===== src/rtl/line_ctrl_pkg.sv =====
// Shared types and constants for the line-following motor controller.
// The duty helper limits a signed duty request to the PWM range.
package line_ctrl_pkg;

   typedef enum logic [1:0] {
      ST_IDLE  = 2'd0,
      ST_TRACK = 2'd1,
      ST_COAST = 2'd2,
      ST_STOP  = 2'd3
   } state_t;

   typedef logic signed [11:0] err_t;

   localparam int DUTY_W = 12;

   function automatic logic [DUTY_W-1:0] clamp_duty(input logic signed [12:0] val,
                                                    input int max_duty);
      if (val[12]) return '0;
      else if (int'(val) > max_duty) return DUTY_W'(max_duty);
      else return val[DUTY_W-1:0];
   endfunction

endpackage


===== src/rtl/pwm_gen.sv =====
// Free-running PWM counter with shadowed duties for both motor channels.
// New duties take effect only at the period boundary so no pulse is cut short.
module pwm_gen
   import line_ctrl_pkg::*;
#(
   parameter int PWM_PERIOD = 1000
) (
   input  logic              clk,
   input  logic              rst,
   input  logic              en,
   input  logic [DUTY_W-1:0] duty_left,
   input  logic [DUTY_W-1:0] duty_right,
   output logic              pwm_left,
   output logic              pwm_right
);

   logic [DUTY_W-1:0] cnt;
   logic [DUTY_W-1:0] act_left;
   logic [DUTY_W-1:0] act_right;
   logic              wrap;

   assign wrap = (cnt == DUTY_W'(PWM_PERIOD - 1));

   always_ff @(posedge clk) begin
      if (rst) begin
         cnt       <= '0;
         act_left  <= '0;
         act_right <= '0;
      end else if (wrap) begin
         cnt       <= '0;
         act_left  <= duty_left;
         act_right <= duty_right;
      end else begin
         cnt <= cnt + 1'b1;
      end
   end

   assign pwm_left  = en & (cnt < act_left);
   assign pwm_right = en & (cnt < act_right);

endmodule


===== src/rtl/line_follow_ctrl.sv =====
// Steers a two-motor robot from per-frame line centroids: proportional
// differential drive, coast through brief line loss, stop after sustained loss.
module line_follow_ctrl
   import line_ctrl_pkg::*;
#(
   parameter int IMG_W       = 640,
   parameter int PWM_PERIOD  = 1000,
   parameter int BASE_DUTY   = 600,
   parameter int KP_SHIFT    = 1,
   parameter int DEADBAND    = 8,
   parameter int LOST_FRAMES = 8
) (
   input  logic               clk,
   input  logic               rst,
   input  logic               enable,
   input  logic               frame_done,
   input  logic [10:0]        centroid_x,
   input  logic               line_valid,
   input  logic               line_lost,
   output logic               pwm_left,
   output logic               pwm_right,
   output logic               motor_en,
   output logic [1:0]         state_o,
   output logic signed [11:0] steer_err
);

   localparam int HALF_W = IMG_W / 2;
   localparam int LCNT_W = $clog2(LOST_FRAMES + 1);
   localparam logic [LCNT_W-1:0] LOST_MAX = LCNT_W'(LOST_FRAMES);

   state_t             state, state_nxt;
   logic [LCNT_W-1:0]  lost_cnt, lost_nxt, lost_inc;
   logic               good_frame, lost_frame, load_err;
   err_t               err_raw, err_db, err_shr;
   logic [12:0]        err_abs;
   logic signed [12:0] err_ext, base_s, sum_left, sum_right;
   logic [DUTY_W-1:0]  tgt_left, tgt_right;

   // frame_done is a one-cycle strobe with no backpressure: the centroid,
   // line_valid and line_lost are consumed on exactly the cycle it is high.
   assign good_frame = frame_done & line_valid & ~line_lost;
   assign lost_frame = frame_done & ~good_frame;

   always_comb begin
      err_raw   = err_t'({1'b0, centroid_x} - 12'(HALF_W));
      err_abs   = err_raw[11] ? (~{err_raw[11], err_raw} + 13'd1) : {1'b0, err_raw};
      err_db    = (int'(err_abs) < DEADBAND) ? '0 : err_raw;
      err_shr   = err_db >>> KP_SHIFT;
      err_ext   = {err_shr[11], err_shr};
      base_s    = 13'(BASE_DUTY);
      sum_left  = base_s + err_ext;
      sum_right = base_s - err_ext;
   end

   always_ff @(posedge clk) begin
      if (rst) state <= ST_IDLE;
      else     state <= state_nxt;
   end

   always_comb begin
      state_nxt = state;
      lost_nxt  = lost_cnt;
      load_err  = 1'b0;
      lost_inc  = (lost_cnt < LOST_MAX) ? lost_cnt + 1'b1 : lost_cnt;
      case (state)
         ST_IDLE: begin
            if (enable) state_nxt = ST_TRACK;
         end
         ST_TRACK, ST_COAST: begin
            if (good_frame) begin
               load_err  = 1'b1;
               lost_nxt  = '0;
               state_nxt = ST_TRACK;
            end else if (lost_frame) begin
               // the frame that drops TRACK into COAST counts as the first loss
               lost_nxt  = lost_inc;
               state_nxt = (lost_inc >= LOST_MAX) ? ST_STOP : ST_COAST;
            end
         end
         ST_STOP: begin
            if (good_frame) begin
               load_err  = 1'b1;
               lost_nxt  = '0;
               state_nxt = ST_TRACK;
            end
         end
         default: state_nxt = ST_IDLE;
      endcase
      if (!enable) begin
         state_nxt = ST_IDLE;
         lost_nxt  = '0;
         load_err  = 1'b0;
      end
   end

   always_ff @(posedge clk) begin
      if (rst) begin
         lost_cnt  <= '0;
         steer_err <= '0;
         tgt_left  <= '0;
         tgt_right <= '0;
      end else begin
         lost_cnt <= lost_nxt;
         if (load_err) begin
            steer_err <= err_db;
            tgt_left  <= clamp_duty(sum_left, PWM_PERIOD);
            tgt_right <= clamp_duty(sum_right, PWM_PERIOD);
         end else if (state_nxt == ST_IDLE || state_nxt == ST_STOP) begin
            tgt_left  <= '0;
            tgt_right <= '0;
         end
      end
   end

   assign state_o  = state;
   assign motor_en = (state == ST_TRACK) || (state == ST_COAST);

   pwm_gen #(
      .PWM_PERIOD(PWM_PERIOD)
   ) u_pwm (
      .clk       (clk),
      .rst       (rst),
      .en        (motor_en),
      .duty_left (tgt_left),
      .duty_right(tgt_right),
      .pwm_left  (pwm_left),
      .pwm_right (pwm_right)
   );

endmodule


===== config.mk =====
export PLATFORM = sky130hd
export DESIGN_NAME = line_follow_ctrl
export DESIGN_NICKNAME = d
export VERILOG_FILES = /design/src/rtl/line_ctrl_pkg.sv /design/src/rtl/pwm_gen.sv /design/src/rtl/line_follow_ctrl.sv
export SDC_FILE = /design/constraint.sdc
export NUM_CORES = 1
export LEC_CHECK = 0
export ABC_AREA = 1
export CORE_MARGIN = 3
export CORE_UTILIZATION = 55
export CTS_BUF_LIST = sky130_fd_sc_hd__clkbuf_8
export CTS_CLUSTER_DIAMETER = 150
export DETAILED_ROUTE_END_ITERATION = 10
export PLACE_DENSITY = 0.84
export SYNTH_ARGS = -nofsm -noshare
export SYNTH_HDL_FRONTEND = slang
export SYNTH_SLANG_ARGS = --single-unit
export TNS_END_PERCENT = 20

===== constraint.sdc =====
create_clock -name clk -period 3.15 [get_ports clk]
set_input_delay 0.4725 -clock clk [delete_from_list [all_inputs] [get_ports clk]]
set_output_delay 0.4725 -clock clk [all_outputs]
set_load 0.02 [all_outputs]

-- Word-level counts from Yosys, hierarchy flattened
Index checks and enable logic that the tools add are counted.
- flip-flop bits (word level): 78
- bits in latches: 0
- bits in writable memories: 0
- memory bits (read-only): 0
- output and inout port bits: 17
- word-level logic and storage cells: 71
- memories kept: 0
- $add $sub $neg: 6
- multiply operators: 0
- divide/modulo/power cells: 0
- order comparisons: 7
- equal/unequal tests: 7
- shift operators: 0
- muxes and demuxes: 23
- bitwise operators: 9
- reduce and logical (&&, ||, !) cells: 11
- operators with widths (operator ; number):
    $mux 12 ; 8
    $gt 12x11->1 const B ; 2
    $lt 12x12->1 ; 2
    $mux 4 ; 4
    $add 13x1->13 const B ; 1
    $lt 13x4->1 const B ; 1
    $mux 13 ; 1
    $not 13->13 ; 1
    $add 11x11->12 const A ; 1
    $add 12x1->12 const B ; 1
    $eq 12x10->1 const B ; 1
    $sub 11x11->12 const A ; 1
    $sub 11x9->12 const B ; 1
    $mux 2 ; 4
    $pmux 4 s2 ; 1
    $eq 2x2->1 const B ; 3
    $pmux 2 s3 ; 1
    $reduce_or 2->1 ; 3
    $and 1x1->1 ; 5
    $add 4x1->4 const B ; 1
    $ge 4x4->1 const B ; 1
    $logic_not 2->1 ; 2
    $lt 4x4->1 const B ; 1
    $mux 1 ; 4
    other kinds (8) ; 12

-- Logic depth before layout (Yosys ltp)
Gate-level depths: netlist (run 1).
- word-level depth: 12
- depth in mapped cells: 28

-- Hierarchy
Synthesis (run 1) repeated with hierarchy kept, for this count alone.
- cells, all modules: 712
- area, all modules: 4697.0 um2
- modules (own cells, without submodules) (module ; times used ; cells each ; area each (um2)):
    line_follow_ctrl ; 1 ; 394 ; 2622.5
    pwm_gen ; 1 ; 318 ; 2074.5

-- Worst setup path after synthesis (run 1)
OpenSTA, ideal clock, no wires.
- kind: input to register
- start point: input centroid_x[6]
- end point: register tgt_right[4]
- library setup time: 0.070 ns
- data arrival time: 2.818 ns
- data required time: 3.080 ns
- setup slack: 0.262 ns
- stages on the path: 27
- buffers on the path: 2
- path through: buf_6 inv_2 ha_1 inv_1 nand2_1 nand2_1 nand2_1 nand2_1 nand2_1 nand2_1 nor2_1 nand2_1 nor2_1 nand2_2 buf_6 nand2_2 inv_2 ha_1 nand2_1 nand2_1 nand2_1 nand2_1 nand3_1 nand2_1 inv_2 nand3_1 a21oi_1
- word-level cells in the longest chain between the ends: 11
- ends and longest elaborated chain (what ; RTL line ; RTL):
    from (decl) ; line_follow_ctrl.sv:17 ; input logic [10:0] centroid_x,
    $sub 11x9->12 * ; line_follow_ctrl.sv:45 ; err_raw = err_t'({1'b0, centroid_x} - 12'(HALF_W));
    $not 13->13 ; line_follow_ctrl.sv:46 ; err_abs = err_raw[11] ? (~{err_raw[11], err_raw} + 13'd1) : {1'b0, err_raw};
    $add 13x1->13 ; line_follow_ctrl.sv:46 ;
    $mux 13 * ; line_follow_ctrl.sv:46 ;
    $lt 13x4->1 * ; line_follow_ctrl.sv:47 ; err_db = (int'(err_abs) < DEADBAND) ? '0 : err_raw;
    $mux 12 * ; line_follow_ctrl.sv:47 ;
    named net err_db[4] ; line_follow_ctrl.sv:34 ; err_t err_raw, err_db, err_shr;
    $sub 11x11->12 * ; line_follow_ctrl.sv:52 ; sum_right = base_s - err_ext;
    $gt 12x11->1 ; line_ctrl_pkg.sv:19 ; else if (int'(val) > max_duty) return DUTY_W'(max_duty);
    $mux 12 ; line_ctrl_pkg.sv:19 ;
    $mux 12 * ; line_ctrl_pkg.sv:18 ; if (val[12]) return '0;
    $mux 12 * ; line_follow_ctrl.sv:104 ; if (load_err) begin
    to (signal assigned) ; line_follow_ctrl.sv:107 ; tgt_right <= clamp_duty(sum_right, PWM_PERIOD);
    to (decl) ; line_follow_ctrl.sv:37 ; logic [DUTY_W-1:0] tgt_left, tgt_right;
The timed path passes the listed nets; every way through them passes the cells marked *.
A chain may end at the register's enable or synchronous reset.

-- Final worst setup path (run 1)
- start point: register u_pwm.cnt[1]
- end point: output pwm_left
- word-level cells in the longest chain between the ends: 2
- ends and longest elaborated chain (what ; RTL line ; RTL):
    from (decl) ; pwm_gen.sv:17 ; logic [DUTY_W-1:0] cnt;
    from (signal assigned) ; pwm_gen.sv:34 ; cnt <= cnt + 1'b1;
    $lt 12x12->1 ; pwm_gen.sv:38 ; assign pwm_left = en & (cnt < act_left);
    $and 1x1->1 ; pwm_gen.sv:38 ;
    to (decl) ; line_follow_ctrl.sv:20 ; output logic pwm_left,
No other way between the ends.

==> out/metrics.yaml, run 1 <==
clock_network:
  clk_transition_reported_paths_ps: 90
  clk_latency_ps: 370
  htreeDepth: 3
  cts_tree: "done"
  cts_num_sinks: 74
  cts-root-buf: "clkbuf_8"
  cts_buffer_depth: 2
  ctsHoldBuffers: 0
  cts_buffers: 9
synthesis:
  ys_ff_latch: 74
  synthAdderAreaFrac_pct: 9.22
  yosys.area_share.simple_pct: 28.1
  seq_area_frac_synth_pct: 35.2
  syn_inst: 605
  yosysWarnings: 0
  synth_mux_area_share_pct: 0
  ys_top_cells_by_area: "dfxtp_1 (35%), nand2_1 (12%), ha_1 (9.2%)"
  avgSynthCellArea_um2: 6.96
  synth_compound_area_share_pct: 16.4
  async_flop_share_pct: 0
  yosysTopAreaCell: "dfxtp_1"
  synth_top_family_by_area: "simple AND/OR/NAND/NOR gates"
  synth_edf_count: 0
  ys_types: 37
  synth_area_um2: 4210
  synth_fp_nets: 653
  yosysTopAreaCellShare_pct: 35.2
  synth-xor-area-share_pct: 1.43
  synth_ff_type: "dfxtp_1"
timing:
  post-route-min-period_ps: 2960
  maxSlewViolCount: 0
  setup_viol: 0
  rsz0062_at_grt: "false"
  fin_skew_ps: 15.5
  timing.slew.headroom_pct: 49.6
  setup_slack_ps: 188
  fin_crit_sh_pct: 94.0
  whs_ps: 464
  tightest_slew_ps: 754
  max_freq_mhz: 338
  hold_viol: 0
worst_setup_path:
  rr_worst_depth: 11
  r2r_end: "u_pwm.cnt[7]"
  endpoint_kind: "output port"
  rrSetupSlack_ps: 630
  cp_max_fo: 5
  crit_type: "reg2out"
  cp.required_ps: 2680
  r2r-start: "u_pwm.cnt[6]"
  cp-start-kind: "flop"
  cp.arrival_ps: 2490
floorplan:
  dieArea_um2: 8740
  core_um2: 7330
  start_util_pct: 57.4
  die_h_um: 93.5
  die_w_um: 93.5
  io_pins: 34
  rows: 31
grt:
  grt_overflow_total: 0
  antenna_found_initial: 0
  grt_max_degree: 42
  grt_pass1_vias: 4054
  grt_pass1_wl_um: 17800
  gr-usage-all-layers_pct: 25.4
drt:
  wl_met1_um: 4790
  wl_met2_um: 5060
  wl_um: 10600
  wl_met3_um: 551
  vias: 4262
  dr.pass1.iters: 5
  ant_nets: 0
  drc: 0
  top_layer: "met4"
  wl_per_cell_um: 13.5
  drt_first_iter_violations: 238
  via_per_inst: 5.39
finish:
  final_common_cell: "nand2_1"
  fillerInstances: 560
  layout_common_cells: "nand2_1 (130), inv_1 (78), dfxtp_1 (74)"
  layout.nets: 735
  final_core_util_pct: 72.4
  diodes: 0
  synthToLayoutAreaGrowth_pct: 26.2
  drive_gt1_share_pct: 16.8
  design_area_um2: 5310
placement:
  place_area_um2: 4980
  place_ws_ps: -236
  gp_congestion: 0.890
  hpwl_um: 7720
  io_buffers: 33
min_path:
  hp-start: "tgt_right[6]"
  min_path_cells: 2
  hp-class: "reg2reg"
  hold_end: "tgt_right[6]"
pwr:
  p_leak_nw: 2.32
  p_per_area_nw_per_um2: 401
  power_w: 0.00213
  ir_drop_mv: 0.220
status:
  status: "completed"
job:
  maxCapViolCount: 0
synth_stat cells (6+ instances only):
master,count
nor3_1,8
nand2_1,136
o21ai_0,39
nand3_1,36
a21oi_1,65
nand2_2,9
ha_1,31
inv_1,79
inv_2,6
clkbuf_1,15
nor2_1,47
dfxtp_1,74
nand4_1,13
metrics by stage:
step	TNS [ps]	instances
2_1_floorplan	0	605
3_3_place_gp	-1550	772
3_5_place_dp	-2760	772
4_1_cts	0	788
5_1_grt	0	791
6_report	0	791
power breakdown:
| group | switching (W) | total (W) | internal, W | leakage [nW] |
|---|---|---|---|---|
| clock | 0.000411 | 0.000790 | 0.000379 | 0.102 |
| sequential | 0.00000813 | 0.000950 | 0.000942 | 0.597 |
| combinational | 0.000225 | 0.000388 | 0.000163 | 1.62 |
how the worst max path moves through the flow:
| stage | startpoint | slack (ps) | end |
|---|---|---|---|
| finish | u_pwm.cnt[1] | 190 | pwm_left |
| floorplan | centroid_x[6] | 260 | tgt_right[4] |
| global placement | centroid_x[6] | -150 | tgt_right[8] |
| global route | u_pwm.cnt[1] | 20 | pwm_right |
| CTS | centroid_x[6] | 120 | tgt_left[8] |
| detailed placement | centroid_x[6] | -240 | tgt_left[8] |
kinds of logic (layout without fill, tap and decap cells):
kind of cell	Yosys count	after routing
AND/OR/NAND/NOR	265	266
XOR/XNOR	6	6
buffers and inverters	104	190
AO/OA/AOI/OAI	125	125
flip-flops	74	74
adder cells (fa/ha/maj)	31	31
critical path, stage by stage, from the launching register on:
cell,delay [ps]
dfxtp_1,450
ha_1,280
a21boi_0,130
o211ai_1,180
a21oi_1,110
a2111oi_2,270
o21ai_0,130
a211oi_1,210
dlygate4sd2_1,360
sequential cells by signal, summed over array words and instances (netlist names):
signal,count
tgt_right,11
lost_cnt,4
steer_err,12
u_pwm.act_right,11
state_o,2
u_pwm.cnt,12
tgt_left,11
u_pwm.act_left,11
final cells by class:
| cell class | count | area (µm²) | share of cell area (%) |
|---|---|---|---|
| Inverter | 86 | 323 | 6.08 |
| Sequential cell | 74 | 1480 | 27.9 |
| Tap cell | 99 | 124 | 2.33 |
| Timing Repair Buffer | 88 | 748 | 14.1 |
| Clock buffer | 9 | 124 | 2.33 |
| Clock inverter | 7 | 83.8 | 1.58 |
| Multi-Input combinational cell | 428 | 2430 | 45.7 |
layer usage:
layer  GRT usage [%]  vias up
met5               0        -
met2            42.0      126
met3            5.63       29
met1            31.8     1957
met4            10.7        0
li1                -     2150
timing repair:
item / CTS / global route
gates resized for setup: 6 / 24
pin swaps: 0 / 4
endpoints found under the setup margin: 2 / 17
gates cloned: 0 / 1
setup buffers: 0 / 2
Note: power is estimated with default switching activity, not from simulation.
==> run 2, diff against run 1 <==
--- a/config.mk
+++ b/config.mk
@@ -12,6 +12,8 @@
 export CTS_CLUSTER_DIAMETER = 150
 export DETAILED_ROUTE_END_ITERATION = 10
 export PLACE_DENSITY = 0.84
+export REMOVE_ABC_BUFFERS = 1
+export SLEW_MARGIN = 25
 export SYNTH_ARGS = -nofsm -noshare
 export SYNTH_HDL_FRONTEND = slang
 export SYNTH_SLANG_ARGS = --single-unit
==> out/metrics.yaml, run 2 (synthesis gave the netlist of run 1 again) <==
finish:
  layout_common_cells: "nand2_1 (129), inv_1 (78), dfxtp_1 (74)"
  design_area_um2: 5330
  diodes: 0
  fillerInstances: 595
  largest_registers: "steer_err (12), u_pwm.cnt (12)"
  final_core_util_pct: 72.7
  layout.nets: 738
  drive_gt1_share_pct: 16.4
  final_common_cell: "nand2_1"
  synthToLayoutAreaGrowth_pct: 26.6
worst_setup_path:
  cp.required_ps: 2680
  cp_max_fo: 5
  cp.arrival_ps: 2590
  r2r_end: "tgt_left[3]"
  rrSetupSlack_ps: 680
  cp-start-kind: "flop"
  cp_cell_sequence: "ha_1 > a21boi_0 > o211ai_1 > a21oi_1 > a2111oi_1 > o21ai_0 > a211oi_1 > dlygate4sd2_1"
  endpoint_kind: "output port"
  rr_worst_depth: 10
  critPathSlowestCell: "a2111oi_1"
  crit_type: "reg2out"
  slowest_delay_ps: 450
  r2r-start: "state_o[0]"
clock_network:
  ctsHoldBuffers: 0
  cts_tree: "done"
  clk_transition_reported_paths_ps: 80
  cts_num_sinks: 74
  cts-root-buf: "clkbuf_8"
  clk_latency_ps: 340
  cts_buffers: 9
  htreeDepth: 3
  cts_buffer_depth: 2
floorplan:
  core_um2: 7330
  io_pins: 34
  die_h_um: 93.5
  rows: 31
  dieArea_um2: 8740
  start_util_pct: 57.4
  die_w_um: 93.5
drt:
  dr.pass1.iters: 4
  vias: 4243
  ant_nets: 0
  via_per_inst: 5.35
  wl_per_cell_um: 13.8
  wl_um: 10900
  drt_first_iter_violations: 243
  drc: 0
timing:
  maxSlewViolCount: 0
  timing.slew.headroom_pct: 54.7
  fin_crit_sh_pct: 97.3
  post-route-min-period_ps: 3060
  fin_skew_ps: 6.74
  max_freq_mhz: 326
  rsz0062_at_grt: "false"
  setup_viol: 0
  tightest_slew_ps: 679
  tns_ps: 0
  hold_viol: 0
pwr:
  power_w: 0.00219
  p_leak_nw: 2.33
  ir_drop_mv: 0.198
  p_per_area_nw_per_um2: 410
grt:
  antenna_found_initial: 0
  grt_pass1_vias: 4093
  grt_overflow_total: 0
  grt_max_degree: 42
  gr-usage-all-layers_pct: 25.9
  grt_pass1_wl_um: 18100
placement:
  gp_congestion: 0.918
  hpwl_um: 8130
  place_area_um2: 5000
  io_buffers: 33
job:
  maxCapViolCount: 0
min_path:
  hp-class: "reg2reg"
  hold_end: "tgt_right[3]"
  min_path_cells: 2
  hp-start: "tgt_right[3]"
status:
  status: "completed"
==> run 2: worst max-delay path by stage <==
| stage | startpoint | to | slack [ps] | cells after the start |
|---|---|---|---|---|
| floorplan | centroid_x[6] | tgt_right[0] | 230 | 25 |
| global placement | centroid_x[6] | tgt_left[9] | -120 | 21 |
| detailed placement | centroid_x[6] | tgt_left[8] | -200 | 23 |
| CTS | centroid_x[6] | tgt_left[3] | 110 | 23 |
| global route | centroid_x[9] | tgt_left[8] | 20 | 23 |
| finish | u_pwm.cnt[1] | pwm_right | 90 | 8 |
==> run 2: worst max-delay path, delay by kind of cell (launching register included) <==
kind	cells	cell delay (ps)
AO/OA/AOI/OAI	6	1220
adder cells (fa/ha/maj)	1	260
buffers and inverters	1	350
flip-flops	1	420
==> run 2: stage by stage <==
stage	setup slack [ps]	hold slack [ps]	cells
after floorplan	234	434	587
after detailed placement	-197	451	775
after global placement	-122	446	775
after global routing	23.2	492	793
after CTS	110	463	790
final	86.0	462	793
==> run 2: cell type report <==
cell class | count | area, µm² | share of cell area, %
inverters | 86 | 323 | 6.06
clock buffers | 9 | 124 | 2.33
repair buffers | 91 | 772 | 14.5
clock inverters | 6 | 108 | 2.02
well taps | 99 | 124 | 2.33
flip-flops and latches | 74 | 1480 | 27.8
multi-input cells | 428 | 2400 | 45.0
==> run 2: metal layers <==
layer / vias up / track usage (%) / wire length [µm]
li1: 2155 / - / -
met1: 1953 / 28.5 / 4410
met2: 103 / 48.0 / 5780
met3: 32 / 4.91 / 364
met4: 0 / 11.4 / 366
met5: - / 0 / 0
==> run 2: timing repair <==
item | in CTS | in global routing
setup endpoints to repair | 2 | 20
buffers inserted | 0 | 2
cloned | 0 | 1
resized for setup | 3 | 23
pin swaps | 0 | 6
==> run 2: report_power, final <==
| group | internal, W | switching [W] | total [W] |
|---|---|---|---|
| sequential | 0.000942 | 0.00000790 | 0.000950 |
| combinational | 0.000162 | 0.000220 | 0.000382 |
| clock | 0.000519 | 0.000335 | 0.000854 |
| total | 0.00162 | 0.000563 | 0.00219 |
